$ cat config.mk
export PLATFORM = sky130hd
export DESIGN_NAME = layer_profiler
export DESIGN_NICKNAME = d
export VERILOG_FILES = /design/src/rtl/layer_prof_pkg.sv /design/src/rtl/layer_prof_fifo.sv /design/src/rtl/layer_profiler.sv
export SDC_FILE = /design/constraint.sdc
export NUM_CORES = 1
export LEC_CHECK = 0
export CAP_MARGIN = 20
export CORE_MARGIN = 4
export CORE_UTILIZATION = 63
export DETAILED_ROUTE_END_ITERATION = 10
export GPL_TIMING_DRIVEN = 0
export PLACE_DENSITY = 0.85
export SYNTH_ARGS = -nofsm -noshare
export SYNTH_HDL_FRONTEND = slang
export SYNTH_HIERARCHICAL = 1
export SYNTH_SLANG_ARGS = --single-unit
$ cat constraint.sdc
create_clock -name clk -period 16.9 [get_ports clk]
set_clock_uncertainty 0.2 [all_clocks]
set_input_delay 1.69 -clock clk [delete_from_list [all_inputs] [get_ports clk]]
set_output_delay 1.69 -clock clk [all_outputs]
set_load 0.01 [all_outputs]
$ cat src/rtl/layer_prof_pkg.sv
// Shared types and default widths for the per-layer cycle profiler.
package layer_prof_pkg;

  localparam int TICK_W_D = 32;
  localparam int ID_W_D   = 4;

  typedef enum logic {
    IDLE = 1'b0,
    RUN  = 1'b1
  } prof_state_t;

  typedef struct packed {
    logic [ID_W_D-1:0]   id;
    logic [TICK_W_D-1:0] cycles;
  } prof_rec_t;

endpackage

$ cat src/rtl/layer_prof_fifo.sv
// Record FIFO for the layer profiler: DEPTH entries, pointers carry one extra
// wrap bit so full and empty are distinguishable. Head data reads as zero when empty.
module layer_prof_fifo
  import layer_prof_pkg::*;
#(
  parameter int  DEPTH = 8,
  parameter type rec_t = prof_rec_t
) (
  input  logic                     clk,
  input  logic                     rst,
  input  logic                     i_push,
  input  rec_t                     i_data,
  input  logic                     i_pop,
  output rec_t                     o_data,
  output logic                     o_full,
  output logic                     o_empty,
  output logic [$clog2(DEPTH):0]   o_count
);

  localparam int AW = $clog2(DEPTH);

  logic [AW:0] r_wr_ptr;
  logic [AW:0] r_rd_ptr;
  rec_t        r_mem [DEPTH];

  logic w_full;
  logic w_empty;
  logic w_pop;
  logic w_push;

  assign w_empty = (r_wr_ptr == r_rd_ptr);
  assign w_full  = (r_wr_ptr[AW] != r_rd_ptr[AW]) &&
                   (r_wr_ptr[AW-1:0] == r_rd_ptr[AW-1:0]);
  assign w_pop   = i_pop && !w_empty;
  // A push into a full FIFO still lands when the head leaves in the same cycle.
  assign w_push  = i_push && (!w_full || w_pop);

  always_ff @(posedge clk) begin
    if (w_push) begin
      r_mem[r_wr_ptr[AW-1:0]] <= i_data;
    end
  end

  always_ff @(posedge clk or posedge rst) begin
    if (rst) begin
      r_wr_ptr <= '0;
      r_rd_ptr <= '0;
    end else begin
      if (w_push) r_wr_ptr <= r_wr_ptr + 1'b1;
      if (w_pop)  r_rd_ptr <= r_rd_ptr + 1'b1;
    end
  end

  assign o_data  = w_empty ? '0 : r_mem[r_rd_ptr[AW-1:0]];
  assign o_full  = w_full;
  assign o_empty = w_empty;
  assign o_count = r_wr_ptr - r_rd_ptr;

endmodule

$ cat src/rtl/layer_profiler.sv
// Per-layer cycle profiler: differences counter samples between start/done strobes
// and queues {id, cycles} records. Define LAYER_PROF_MAX_EN to build the max_cycles register.
module layer_profiler
  import layer_prof_pkg::*;
#(
  parameter int TICK_W = TICK_W_D,
  parameter int ID_W   = ID_W_D,
  parameter int DEPTH  = 8
) (
  input  logic                     clk,
  input  logic                     rst,
  input  logic [TICK_W-1:0]        ticks,
  input  logic                     layer_start,
  input  logic [ID_W-1:0]          layer_id,
  input  logic                     layer_done,
  output logic                     rec_valid,
  input  logic                     rec_ready,
  output logic [ID_W-1:0]          rec_id,
  output logic [TICK_W-1:0]        rec_cycles,
  output logic                     busy,
  output logic [$clog2(DEPTH):0]   count,
  output logic                     overflow,
  output logic                     abort,
  input  logic                     clr_flags,
  output logic [TICK_W-1:0]        max_cycles
);

  typedef struct packed {
    logic [ID_W-1:0]   id;
    logic [TICK_W-1:0] cycles;
  } rec_t;

  prof_state_t r_state;
  prof_state_t w_state_next;

  logic [TICK_W-1:0] r_start_tick;
  logic [ID_W-1:0]   r_cur_id;
  logic              r_overflow;
  logic              r_abort;

  logic              w_push;
  logic              w_latch;
  logic              w_abort_set;
  logic              w_pop;
  logic              w_full;
  logic              w_empty;
  logic [TICK_W-1:0] w_elapsed;
  rec_t              w_rec_in;
  rec_t              w_rec_out;

  // Modular subtraction makes counter wrap-around come out right for free.
  assign w_elapsed = ticks - r_start_tick;

  always_ff @(posedge clk or posedge rst) begin
    if (rst) r_state <= IDLE;
    else     r_state <= w_state_next;
  end

  always_comb begin
    w_state_next = r_state;
    w_push       = 1'b0;
    w_latch      = 1'b0;
    w_abort_set  = 1'b0;
    case (r_state)
      IDLE: begin
        if (layer_start) begin
          w_latch      = 1'b1;
          w_state_next = RUN;
        end
      end
      RUN: begin
        if (layer_done) w_push = 1'b1;
        if (layer_start) begin
          w_latch     = 1'b1;
          w_abort_set = !layer_done;
        end else if (layer_done) begin
          w_state_next = IDLE;
        end
      end
      default: w_state_next = IDLE;
    endcase
  end

  always_ff @(posedge clk or posedge rst) begin
    if (rst) begin
      r_start_tick <= '0;
      r_cur_id     <= '0;
    end else if (w_latch) begin
      r_start_tick <= ticks;
      r_cur_id     <= layer_id;
    end
  end

  assign w_pop = !w_empty && rec_ready;

  // Setting events win over a same-cycle clear.
  always_ff @(posedge clk or posedge rst) begin
    if (rst) begin
      r_overflow <= 1'b0;
      r_abort    <= 1'b0;
    end else begin
      if (w_push && w_full && !w_pop) r_overflow <= 1'b1;
      else if (clr_flags)             r_overflow <= 1'b0;
      if (w_abort_set)                r_abort    <= 1'b1;
      else if (clr_flags)             r_abort    <= 1'b0;
    end
  end

  assign w_rec_in.id     = r_cur_id;
  assign w_rec_in.cycles = w_elapsed;

  layer_prof_fifo #(
    .DEPTH (DEPTH),
    .rec_t (rec_t)
  ) u_fifo (
    .clk     (clk),
    .rst     (rst),
    .i_push  (w_push),
    .i_data  (w_rec_in),
    .i_pop   (w_pop),
    .o_data  (w_rec_out),
    .o_full  (w_full),
    .o_empty (w_empty),
    .o_count (count)
  );

`ifdef LAYER_PROF_MAX_EN
  logic [TICK_W-1:0] r_max;

  always_ff @(posedge clk or posedge rst) begin
    if (rst) begin
      r_max <= '0;
    end else if (w_push && (w_elapsed > r_max)) begin
      r_max <= w_elapsed;
    end
  end

  assign max_cycles = r_max;
`else
  assign max_cycles = '0;
`endif

  assign rec_valid  = !w_empty;
  assign rec_id     = w_rec_out.id;
  assign rec_cycles = w_rec_out.cycles;
  assign busy       = (r_state == RUN);
  assign overflow   = r_overflow;
  assign abort      = r_abort;

endmodule

==> flow_summary.json <==
{
  "rows": 55,
  "post-cts-setup-buffers": 0,
  "ant_nets": 0,
  "netlist_area_sq_um": 14760,
  "die_w_um": 161.1,
  "pwr-share-clk_pct": 24.6,
  "fin_util_pct": 77.10,
  "grt_busiest_layer": "met2",
  "fp.dieArea_sq_um": 25950,
  "placed_cells_incl_taps": 1360,
  "num_vias": 8774,
  "slew_headroom_pct": 29.22,
  "htree_levels": 2,
  "layout_common_cells": "edfxtp_1 (288), clkdlybuf4s50_1 (84), mux4_2 (72)",
  "grt_pass1_wl_um": 54560,
  "avgSynthCellArea_sq_um": 16.37,
  "hpwl_um": 23100,
  "gp_congestion": 0.9598,
  "fin_crit_ns": 5.902,
  "initial_core_util_pct": 64.62,
  "async_flop_share_pct": 14.03,
  "clock_sinks": 335,
  "synth_flop_cell": "edfxtp_1",
  "switchingPower_uw": 965.5,
  "wl_per_cell_um": 25.25,
  "nFillCells": 1289,
  "status": "finished clean",
  "worstMarginPinSlew_ns": 1.053,
  "vias_per_cell": 6.175,
  "grt_antenna_before_repair": 0,
  "end_kind": "output port",
  "final_common_cell": "edfxtp_1",
  "internal_power_mw": 2.048,
  "crit_arrival_ns": 4.01,
  "rsz0062_at_grt": "no",
  "start_kind": "flip-flop",
  "r2r_start": "u_fifo/r_rd_ptr[1]",
  "grt_pass1_vias": 9054,
  "r2r_cells": 13,
  "insertion_delay_ns": 0.51,
  "clkTransAtPathRegs_ns": 0.06,
  "ys_seq_area_share_pct": 66.55,
  "p_seq_share_pct": 36.6,
  "rrSetupSlack_ns": 12.05,
  "n_antenna_cell": 0,
  "post-route-drc-count": 0,
  "worst-setup-path-type": "flip-flop to output port",
  "wl_um": 35890,
  "leakage_nw": 6.434,
  "vdd_drop_max_v": 0.00009813,
  "hold_violations": 0,
  "p_sw_share_pct": 32.04,
  "endpoint": "rec_cycles[17]",
  "grt_max_degree": 28,
  "ios": 118,
  "synth-edff-count": 288,
  "grt-ovfl-total": 0,
  "fin_nets": 1163,
  "instances_no_fill": 1421,
  "layout-drive-gt1-share_pct": 21.12,
  "hold_ws_ns": 0.3035,
  "drt_first_pass_iters": 5,
  "crit_fanout": 10,
  "synth_cell_type_count": 61,
  "min_path_type": "flip-flop to flip-flop",
  "setup_viol": 0,
  "syn_to_final_growth_pct": 19.32,
  "fin_crit_sh_pct": 34.92,
  "use_met3_pct": 4.950,
  "cts_tree": "built",
  "p_per_area_nw_per_um2": 171.1,
  "cts_root_buffer": "clkbuf_16",
  "fin_tns_setup_ns": 0,
  "cp_common_cell": "buf_2",
  "fp.coreArea_sq_um": 22850,
  "hold_depth": 1,
  "yosysWarnings": 6,
  "yosys_register_bits": 335,
  "rr_endpoint": "u_fifo/r_mem[6][14]",
  "required_ns": 15.01,
  "clockBufferDepth": 3,
  "critical_path.max_stage_delay_ns": 0.57,
  "drt-initial-drc-count": 917,
  "drv_slew": 0,
  "crit_slowest_cell": "clkdlybuf4s50_1",
  "met2_usage_pct": 47.45,
  "port_buffers": 84,
  "cts_buffers": 34,
  "path_cells": "buf_2, buf_2, inv_1, ha_1, nand3_1, nand2b_2, inv_4, nor2_8, buf_2, a22o_1, clkdlybuf4s50_1",
  "combPwrFrac_pct": 38.8,
  "ctsResizeCount": 0,
  "synthCells": 902,
  "fmax_mhz": 169.4,
  "dieHeight_um": 161.1,
  "ctsHoldBuffers": 0,
  "grt_usage_pct": 27.95,
  "use_met1_pct": 37.56,
  "maxCapViolCount": 0,
  "crit_start": "u_fifo/r_rd_ptr[1]"
}
## sequential cells by signal, summed over array words and instances, names as in the netlist
name and cells:
abort 1, r_cur_id 4, u_fifo/r_rd_ptr 4, u_fifo/r_wr_ptr 4, u_fifo/r_mem 288, overflow 1
r_start_tick 32, busy 1
## per-stage QoR
step / power (mW) / worst slack [ns] / area (sq um)
6_report: 3.013 / 11.00 / 17610
5_1_grt: 3.127 / 10.88 / 17610
4_1_cts: 3.019 / 11.05 / 17610
3_5_place_dp: 2.262 / 11.50 / 16520
3_3_place_gp: 2.198 / 6.785 / 16110
2_1_floorplan: 1.779 / 10.54 / 14880
## per-layer routing
metal / wire length (um) / share of wire, %
met5: 0 / 0
met4: 1089 / 3.0
met3: 2984 / 8.3
met2: 18160 / 51
met1: 13650 / 38
## cell families (layout without fill, tap and decap cells)
logic type | count (synthesis) | count (layout) | share of synthesized area, %
xor gates and xnor gates | 39 | 39 | 2.365
adders and majority gates | 38 | 38 | 3.322
DFF | 335 | 335 | 66.55
muxes | 80 | 80 | 11.59
AOI/OAI and AO/OA | 157 | 157 | 7.543
and+or+nand+nor | 127 | 127 | 4.077
other | 1 | 32 | 0.02540
buffers and inverters | 125 | 300 | 4.526
## worst max-delay path, delay by kind of cell (launching register included)
family,cells,cell delay (ns)
adder cells (fa/ha/maj),1,0.30
buffers and inverters,6,1.80
AO/OA/AOI/OAI,1,0.26
AND/OR/NAND/NOR,3,0.62
flip-flops,1,0.49
## how the worst min path moves through the flow
stage	startpoint	to	slack, ns
after floorplan	r_start_tick[0]	r_start_tick[0]	0.28
after global placement	overflow	overflow	0.27
after detailed placement	overflow	overflow	0.28
after CTS	overflow	overflow	0.30
after global routing	r_start_tick[0]	r_start_tick[0]	0.34
final	overflow	overflow	0.30
## power groups by stage
stage               clock network (mW)  registers (mW)  logic (mW)
floorplan                            0            1.10       0.678
global placement                     0            1.11        1.08
detailed placement                   0            1.11        1.15
CTS                              0.746            1.10        1.17
global route                     0.786            1.11        1.23
finish                           0.740            1.10        1.17
## area by class of cell
| type | count | area, sq um | share of cell area, % |
|---|---|---|---|
| Sequential cell | 335 | 9824 | 55.77 |
| Multi-Input combinational cell | 473 | 4434 | 25.17 |
| Timing Repair Buffer | 114 | 1197 | 6.798 |
| Clock buffer | 46 | 979.7 | 5.562 |
| Buffer | 69 | 455.4 | 2.586 |
| Tap cell | 313 | 391.6 | 2.223 |
| Inverter | 56 | 212.7 | 1.208 |
| Clock inverter | 15 | 118.9 | 0.6748 |
## synth_stat cells (2+ instances only)
| cell | n | area (sq um) |
|---|---|---|
| edfxtp_1 | 288 | 8648 |
| mux4_2 | 72 | 1622 |
| nand2_1 | 63 | 236.5 |
| inv_1 | 55 | 206.5 |
| dfrtp_1 | 47 | 1176 |
| o21ai_0 | 46 | 230.2 |
| a22o_1 | 36 | 315.3 |
| buf_4 | 36 | 270.3 |
| ha_1 | 36 | 450.4 |
| xnor2_1 | 25 | 219.0 |
| a21oi_1 | 23 | 115.1 |
| nor2_1 | 22 | 82.58 |
| buf_2 | 13 | 65.06 |
| clkbuf_1 | 13 | 48.80 |
| xor2_1 | 13 | 113.9 |
| nand3_1 | 10 | 50.05 |
| a21o_1 | 8 | 60.06 |
| mux2_2 | 7 | 78.83 |
| nor3_1 | 7 | 35.03 |
| a31oi_1 | 6 | 37.54 |
| buf_6 | 6 | 67.56 |
| a211oi_1 | 5 | 37.54 |
| nand4_1 | 5 | 31.28 |
| o21a_1 | 5 | 37.54 |
| nor2b_1 | 4 | 25.02 |
| and3_1 | 3 | 18.77 |
| nand2b_1 | 3 | 18.77 |
| o21bai_1 | 3 | 22.52 |
| o31ai_1 | 3 | 22.52 |
| a41oi_2 | 2 | 32.53 |
| fa_1 | 2 | 40.04 |
| nor2_8 | 2 | 40.04 |
| nor4_1 | 2 | 12.51 |
| o211ai_1 | 2 | 15.01 |
| o21ai_2 | 2 | 17.52 |
| o221ai_1 | 2 | 17.52 |
Note: power is estimated with default switching activity, not from simulation.
